**config.mk**
```make
export PLATFORM = sky130hd
export DESIGN_NAME = vga_timing_gen
export DESIGN_NICKNAME = d
export VERILOG_FILES = /design/src/rtl/vga_timing_gen.sv
export SDC_FILE = /design/constraint.sdc
export NUM_CORES = 1
export LEC_CHECK = 0
export ABC_AREA = 0
export BUFFER_PORTS_ARGS = -buffer_cell sky130_fd_sc_hd__buf_2
export CAP_MARGIN = 20
export CORE_MARGIN = 8
export CORE_UTILIZATION = 30
export DETAILED_ROUTE_END_ITERATION = 12
export GPL_ROUTABILITY_DRIVEN = 1
export PLACE_DENSITY = 0.57
export SYNTH_ARGS = -nofsm -noshare
export SYNTH_HDL_FRONTEND = slang
export SYNTH_SLANG_ARGS = --single-unit
export TNS_END_PERCENT = 100
```
**constraint.sdc**
```tcl
create_clock -name pixel_clk -period 5 [get_ports pixel_clk]
set_input_delay 0.25 -clock pixel_clk [delete_from_list [all_inputs] [get_ports pixel_clk]]
set_output_delay 0.25 -clock pixel_clk [all_outputs]
set_load 0.03 [all_outputs]
```
**src/rtl/vga_timing_gen.sv**
```systemverilog
// VGA raster timing: registered pixel/line counters, sync pulses, blank and frame strobe.
// Define VGA_FRAME_COUNT_EN to build the 16-bit completed-frame counter.
module vga_timing_gen #(
  parameter int H_VISIBLE = 640,
  parameter int H_FP      = 16,
  parameter int H_SYNC    = 96,
  parameter int H_BP      = 48,
  parameter int V_VISIBLE = 480,
  parameter int V_FP      = 10,
  parameter int V_SYNC    = 2,
  parameter int V_BP      = 33,
  parameter int SYNC_POL  = 0
) (
  input  logic        pixel_clk,
  input  logic        rst,
  input  logic        en,
  output logic        hs,
  output logic        vs,
  output logic        blank,
  output logic [10:0] drawX,
  output logic [10:0] drawY,
  output logic        frame_clk,
  output logic [15:0] frame_count
);

  localparam int H_TOTAL = H_VISIBLE + H_FP + H_SYNC + H_BP;
  localparam int V_TOTAL = V_VISIBLE + V_FP + V_SYNC + V_BP;

  localparam logic [10:0] H_MAX = 11'(H_TOTAL - 1);
  localparam logic [10:0] V_MAX = 11'(V_TOTAL - 1);
  localparam logic [10:0] H_VIS = 11'(H_VISIBLE);
  localparam logic [10:0] V_VIS = 11'(V_VISIBLE);
  localparam logic [10:0] H_SS  = 11'(H_VISIBLE + H_FP);
  localparam logic [10:0] H_SE  = 11'(H_VISIBLE + H_FP + H_SYNC);
  localparam logic [10:0] V_SS  = 11'(V_VISIBLE + V_FP);
  localparam logic [10:0] V_SE  = 11'(V_VISIBLE + V_FP + V_SYNC);
  localparam logic        ACT   = (SYNC_POL != 0);

  logic [10:0] x_q, x_d;
  logic [10:0] y_q, y_d;
  logic        hs_q, hs_d;
  logic        vs_q, vs_d;
  logic        blank_q, blank_d;
  logic        fclk_q, fclk_d;

  always_comb begin
    x_d = x_q;
    y_d = y_q;
    if (rst) begin
      x_d = '0;
      y_d = '0;
    end else if (en) begin
      if (x_q == H_MAX) begin
        x_d = '0;
        y_d = (y_q == V_MAX) ? '0 : y_q + 11'd1;
      end else begin
        x_d = x_q + 11'd1;
      end
    end
  end

  // Decode from the next position so outputs align with drawX/drawY.
  always_comb begin
    hs_d    = ((x_d >= H_SS) && (x_d < H_SE)) ? ACT : ~ACT;
    vs_d    = ((y_d >= V_SS) && (y_d < V_SE)) ? ACT : ~ACT;
    blank_d = (x_d >= H_VIS) || (y_d >= V_VIS);
    fclk_d  = !rst && en && (x_d == '0) && (y_d == V_VIS);
  end

  always_ff @(posedge pixel_clk) begin
    x_q     <= x_d;
    y_q     <= y_d;
    hs_q    <= hs_d;
    vs_q    <= vs_d;
    blank_q <= blank_d;
    fclk_q  <= fclk_d;
  end

`ifdef VGA_FRAME_COUNT_EN
  logic [15:0] fc_q, fc_d;

  always_comb begin
    fc_d = fc_q + 16'(fclk_d);
    if (rst) fc_d = '0;
  end

  always_ff @(posedge pixel_clk) begin
    fc_q <= fc_d;
  end

  assign frame_count = fc_q;
`else
  assign frame_count = '0;
`endif

  assign drawX     = x_q;
  assign drawY     = y_q;
  assign hs        = hs_q;
  assign vs        = vs_q;
  assign blank     = blank_q;
  assign frame_clk = fclk_q;

  a_total_range: assert property (
    @(posedge pixel_clk) (H_TOTAL <= 2047) && (V_TOTAL <= 2047)
  ) else $error("vga_timing_gen: H/V total exceeds 11-bit counter range");

endmodule

```
# After elaboration in Yosys (flattened, before gate mapping)
# Cells that the tools add are included.
[classes]
n_addsub = 2
n_lt_le_gt_ge = 6
n_reduce_logical = 8
eq_ne = 3
mux = 9
[op_table]
columns = ["cell", "count"]
rows = [
  ["11-bit two-way mux", 7],
  ["11-bit by 1-bit adder with 11-bit output (second input constant)", 2],
  ["11-bit by 10-bit equality test with 1-bit output (second input constant)", 2],
  ["11-bit by 10-bit >= comparator with 1-bit output (second input constant)", 2],
  ["11-bit by 9-bit >= comparator with 1-bit output (second input constant)", 2],
  ["11-bit by 9-bit equality test with 1-bit output (second input constant)", 1],
  ["11-bit logical NOT", 1],
  ["11-bit by 10-bit < comparator with 1-bit output (second input constant)", 1],
  ["11-bit by 9-bit < comparator with 1-bit output (second input constant)", 1],
  ["1-bit logical AND", 5],
  ["1-bit two-way mux", 2],
  ["1-bit logical NOT", 1],
  ["1-bit logical OR", 1],
]
[totals]
register_bits = 26
wordCells = 34

# Longest topological paths before layout
[logic_depth]
word_depth = 8
mapped_depth = 8
mapped_depth_nobuf = 8

# Worst setup path after synthesis
# No wires, ideal clock.
[synth_timing]
path_kind = "register to register"
from = "register x_q[6] (netlist: drawX[6])"
to = "register vs_q (netlist: vs)"
stages_incl_launch_ff = 8
path_buffers = 1
t_arrival_ps = 2641
setup_time_ps = 134
path_slack_ps = 2225
required_time_ps = 4866
path_cell_list = "dfxtp_1 > buf_6 > or4_4 > or3_4 > or3_1 > a21oi_2 > nand4bb_1 > or4_1"
[synth_via]
elab_chain_len = 7
elab_cells_between_ends = 8
classes_between = "order compare (2); eq/ne (1); mux (4); reduce/logical (1)"
[synth_lines]
columns = ["item", "line", "source"]
rows = [
  ["from (decl)", "39", "logic [10:0] x_q, x_d;"],
  ["from (signal assigned)", "71", "x_q <= x_d;"],
  ["11-bit by 10-bit equality test with 1-bit output *", "53", "if (x_q == H_MAX) begin"],
  ["11-bit two-way mux *", "53", ""],
  ["11-bit two-way mux *", "52", "end else if (en) begin"],
  ["11-bit two-way mux *", "49", "if (rst) begin"],
  ["net y_d[5]", "40", "logic [10:0] y_q, y_d;"],
  ["11-bit by 9-bit >= comparator with 1-bit output / 11-bit by 9-bit < comparator with 1-bit output (equally long branches)", "65", "vs_d = ((y_d >= V_SS) && (y_d < V_SE)) ? ACT : ~ACT;"],
  ["1-bit logical AND *", "65", ""],
  ["1-bit two-way mux *", "65", ""],
  ["net vs_d", "42", "logic vs_q, vs_d;"],
  ["to (signal assigned)", "74", "vs_q <= vs_d;"],
  ["to (decl)", "42", ""],
]
# Mark *: on every way through the listed nets, which the timed path passes. The rest lies on a longest branch.

# Worst setup path after layout
[layout_timing]
from = "register x_q[5] (netlist: drawX[5])"
to = "register fclk_q (netlist: frame_clk)"
[layout_via]
elab_chain_len = 7
elab_cells_between_ends = 12
classes_between = "add/sub (1); eq/ne (2); mux (6); reduce/logical (3)"
[layout_lines]
columns = ["item", "line", "source"]
rows = [
  ["11-bit by 1-bit adder with 11-bit output / 11-bit by 10-bit equality test with 1-bit output (equally long branches)", "57, 53", ""],
  ["11-bit two-way mux", "53", ""],
  ["11-bit two-way mux", "52", ""],
  ["11-bit two-way mux", "49", ""],
  ["11-bit logical NOT", "67", "fclk_d = !rst && en && (x_d == '0) && (y_d == V_VIS);"],
  ["1-bit logical AND", "67", ""],
  ["1-bit logical AND *", "67", ""],
  ["net fclk_d", "44", "logic fclk_q, fclk_d;"],
  ["to (signal assigned)", "76", "fclk_q <= fclk_d;"],
  ["to (decl)", "44", ""],
]
# Marked as above.

==> flow_metrics.py <==
metrics = {
    "outcome": {
        "status": "completed",
    },
    "routing": {
        "vias": 1368,
        "ant_nets": 0,
        "route.detailed.drc": 0,
        "wl_mm": 3.860,
        "viasPerCell": 4.921,
        "first_iter_violations": 85,
        "wl_per_cell_um": 13.88,
        "drt-pass1-iter-count": 4,
    },
    "critical_path": {
        "rrSetupSlack_ns": 2.16,
        "arrival_ns": 3.03,
        "criticalPathCategory": "flop to flop",
        "critPathLaunch": "drawX[5]",
        "critPathMaxFanout": 13,
        "r2r-start": "drawX[5]",
        "reg2reg_depth": 6,
        "cp-start-kind": "flop",
        "required_ns": 5.19,
        "end_kind": "flop",
    },
    "finish": {
        "synthToLayoutAreaGrowth_pct": 12.34,
        "antenna_cells": 0,
        "num-fill-cells": 548,
        "fin_area_um2": 1765,
        "drive_above_1_share_pct": 18.75,
        "layout.nets": 215,
    },
    "worst_hold_path": {
        "hold_path_depth": 2,
        "hold_path.startpoint": "rst",
        "hold_path.class": "input pin to flop",
    },
    "die": {
        "fp.dieH_um": 88.38,
        "ios": 45,
        "die_width_um": 88.38,
        "core-area_um2": 5075,
        "initial_core_util_pct": 30.97,
        "row_count": 26,
        "dieArea_um2": 7810,
    },
    "clock_tree": {
        "h-tree-depth": 1,
        "postCtsResizedCells": 0,
        "postCtsSetupRepairBufs": 0,
        "worst_skew_pair.late_latency_ns": 0.27,
        "cts_buffer_depth": 2,
        "cts_made_buffers": 3,
        "hold_buffers": 0,
        "path_clk_slew_ns": 0.10,
        "tritoncts": "built",
        "cts.sinks": 26,
        "cts_root_buf": "clkbuf_8",
    },
    "global_routing": {
        "grt_max_degree": 17,
        "gr-total-overflow": 0,
        "track_usage_pct": 10.10,
        "grt_pass1_wl_mm": 6.306,
        "grt_pass1_vias": 1285,
        "antenna_found_initial": 0,
    },
    "sta": {
        "timing.fmax_mhz": 352.4,
        "totalNegativeSetupSlack_ns": 0,
        "setup_viol": 0,
        "hold_ws_ns": 0.3374,
        "period_minus_slack_ns": 2.838,
        "slew_viol_final": 0,
        "fin_crit_sh_pct": 56.75,
        "finalHoldViolCount": 0,
        "skew_ns": 0.004415,
        "slew_headroom_pct": 53.88,
        "rsz0062_at_grt": "false",
        "tightest_slew_ns": 0.6866,
    },
    "synth": {
        "netlist_instances": 184,
        "ys_warn_count": 0,
        "ys_types": 45,
        "ys_seq_area_share_pct": 33.12,
        "syn_area_per_cell_um2": 8.541,
        "synth_area_um2": 1572,
        "ys.flop_type": "dfxtp_1",
        "synth-edff-count": 0,
        "synth_seq_cells": 26,
        "async_flop_share_pct": 0,
    },
    "placed_design": {
        "place.gp.congestion": 0.7920,
        "io_buffers": 28,
        "dpl_cell_area_um2": 1694,
        "dpl.hpwl_mm": 2.980,
    },
    "power": {
        "swShare_pct": 24.95,
        "power.share.combinational_pct": 9.4,
        "p_total_w": 0.0004334,
        "power.leakage_nw": 0.7159,
        "power.switching_w": 0.0001081,
        "power.density_nw_per_um2": 245.5,
        "peakVddDrop_v": 0.0001257,
        "p_seq_share_pct": 49.4,
        "p_int_w": 0.0003253,
        "clkPwrFrac_pct": 41.2,
    },
    "job": {
        "drv_cap": 0,
    },
}
==> stage by stage <==
step	std cells	util, %	setup slack (ns)
6_report	278	34.79	2.162
4_1_cts	278	34.79	2.155
3_3_place_gp	274	33.38	2.182
3_5_place_dp	274	33.38	2.186
2_1_floorplan	199	-	2.225
5_1_grt	278	34.79	1.949
==> synth_stat cells, types with 3 or more instances <==
cell      number  area (um2)
o21ai_0        5       25.02
nand3b_1       3       22.52
ha_1           3       37.54
inv_1          3       11.26
clkbuf_1       5       18.77
dfxtp_1       26       520.5
nand4_1        8       50.05
xor2_1         6       52.55
or3_1          4       25.02
nor2_1        21       78.83
nand3_1        7       35.03
or4_1          3       22.52
and3_1         6       37.54
xnor2_1        8       70.07
a21oi_1        8       40.04
nor3_1         5       25.02
and4_1         4       35.03
nand2_1        9       33.78
buf_4         16       120.1
==> worst paths after layout <==
| path | end |
|---|---|
| worst max-delay path | frame_clk |
| worst min-delay path | drawY[8] |
| worst max register to register | frame_clk |
| worst min register to register | drawY[6] |
==> layout make-up <==
class / instances / area (um2) / area share, %
Clock buffer: 3 / 41.29 / 2.339
Tap cell: 70 / 87.58 / 4.961
Inverter: 3 / 11.26 / 0.6378
Clock inverter: 1 / 30.03 / 1.701
Sequential cell: 26 / 520.5 / 29.48
Multi-Input combinational cell: 147 / 934.6 / 52.94
Timing Repair Buffer: 28 / 140.1 / 7.938
==> sequential cells by signal, summed over array words and instances, names as in the netlist <==
| name | count |
|---|---|
| drawY | 11 |
| blank | 1 |
| hs | 1 |
| drawX | 11 |
| vs | 1 |
| frame_clk | 1 |
==> worst max-delay path, cell delays in order, from the launching register on <==
cell and delay (ns):
dfxtp_1 0.39, or4_4 0.60, or3_4 0.47, mux2i_1 0.16
a2111oi_0 0.51, or4b_1 0.48, nor4_1 0.15
==> per-layer routing <==
metal	up-vias	share of wire [%]	global-route usage [%]
met1	636	48	13.57
met4	0	1.2	3.687
met3	4	5.6	1.486
met5	-	0	0
met2	42	45	15.82
li1	686	-	-
==> power groups by stage <==
| stage | logic (W) | clock network, W | registers (W) |
|---|---|---|---|
| finish | 0.0000408 | 0.000179 | 0.000214 |
| global route | 0.0000448 | 0.000188 | 0.000215 |
| CTS | 0.0000407 | 0.000182 | 0.000214 |
| detailed placement | 0.0000406 | 0 | 0.000219 |
| global placement | 0.0000405 | 0 | 0.000219 |
| floorplan | 0.0000387 | 0 | 0.000223 |
==> layout by cell type (no fill, tap or decap), types with 2 or more instances in the layout <==
master and instances:
mux2i_1 2, nand2_1 9, nor2_1 21, nand4_1 8, dfxtp_1 26, and3_1 6
nor3_1 5, or3_1 4, nor3b_1 2, or4_1 3, a311oi_1 2, ha_1 3
xnor2_1 8, nand3b_1 3, nand3_1 7, clkbuf_8 3, and4_1 4, conb_1 16
inv_1 3, xor2_1 6, a21oi_1 8, buf_2 28, o21ai_0 5, or4b_1 2
o21a_1 2, nand2b_1 2, a31oi_1 2
==> cell families (layout without fill, tap and decap cells) <==
family | after synthesis | count (layout) | share of synthesized area (%)
muxes | 2 | 2 | 1.274
other | 1 | 16 | 0.2386
buffers and inverters | 26 | 35 | 10.99
and+or+nand+nor | 85 | 85 | 31.93
adders and majority gates | 3 | 3 | 2.389
DFF | 26 | 26 | 33.12
xor gates and xnor gates | 14 | 14 | 7.803
AOI/OAI and AO/OA | 27 | 27 | 12.26
(Power assumes the default switching activity.)
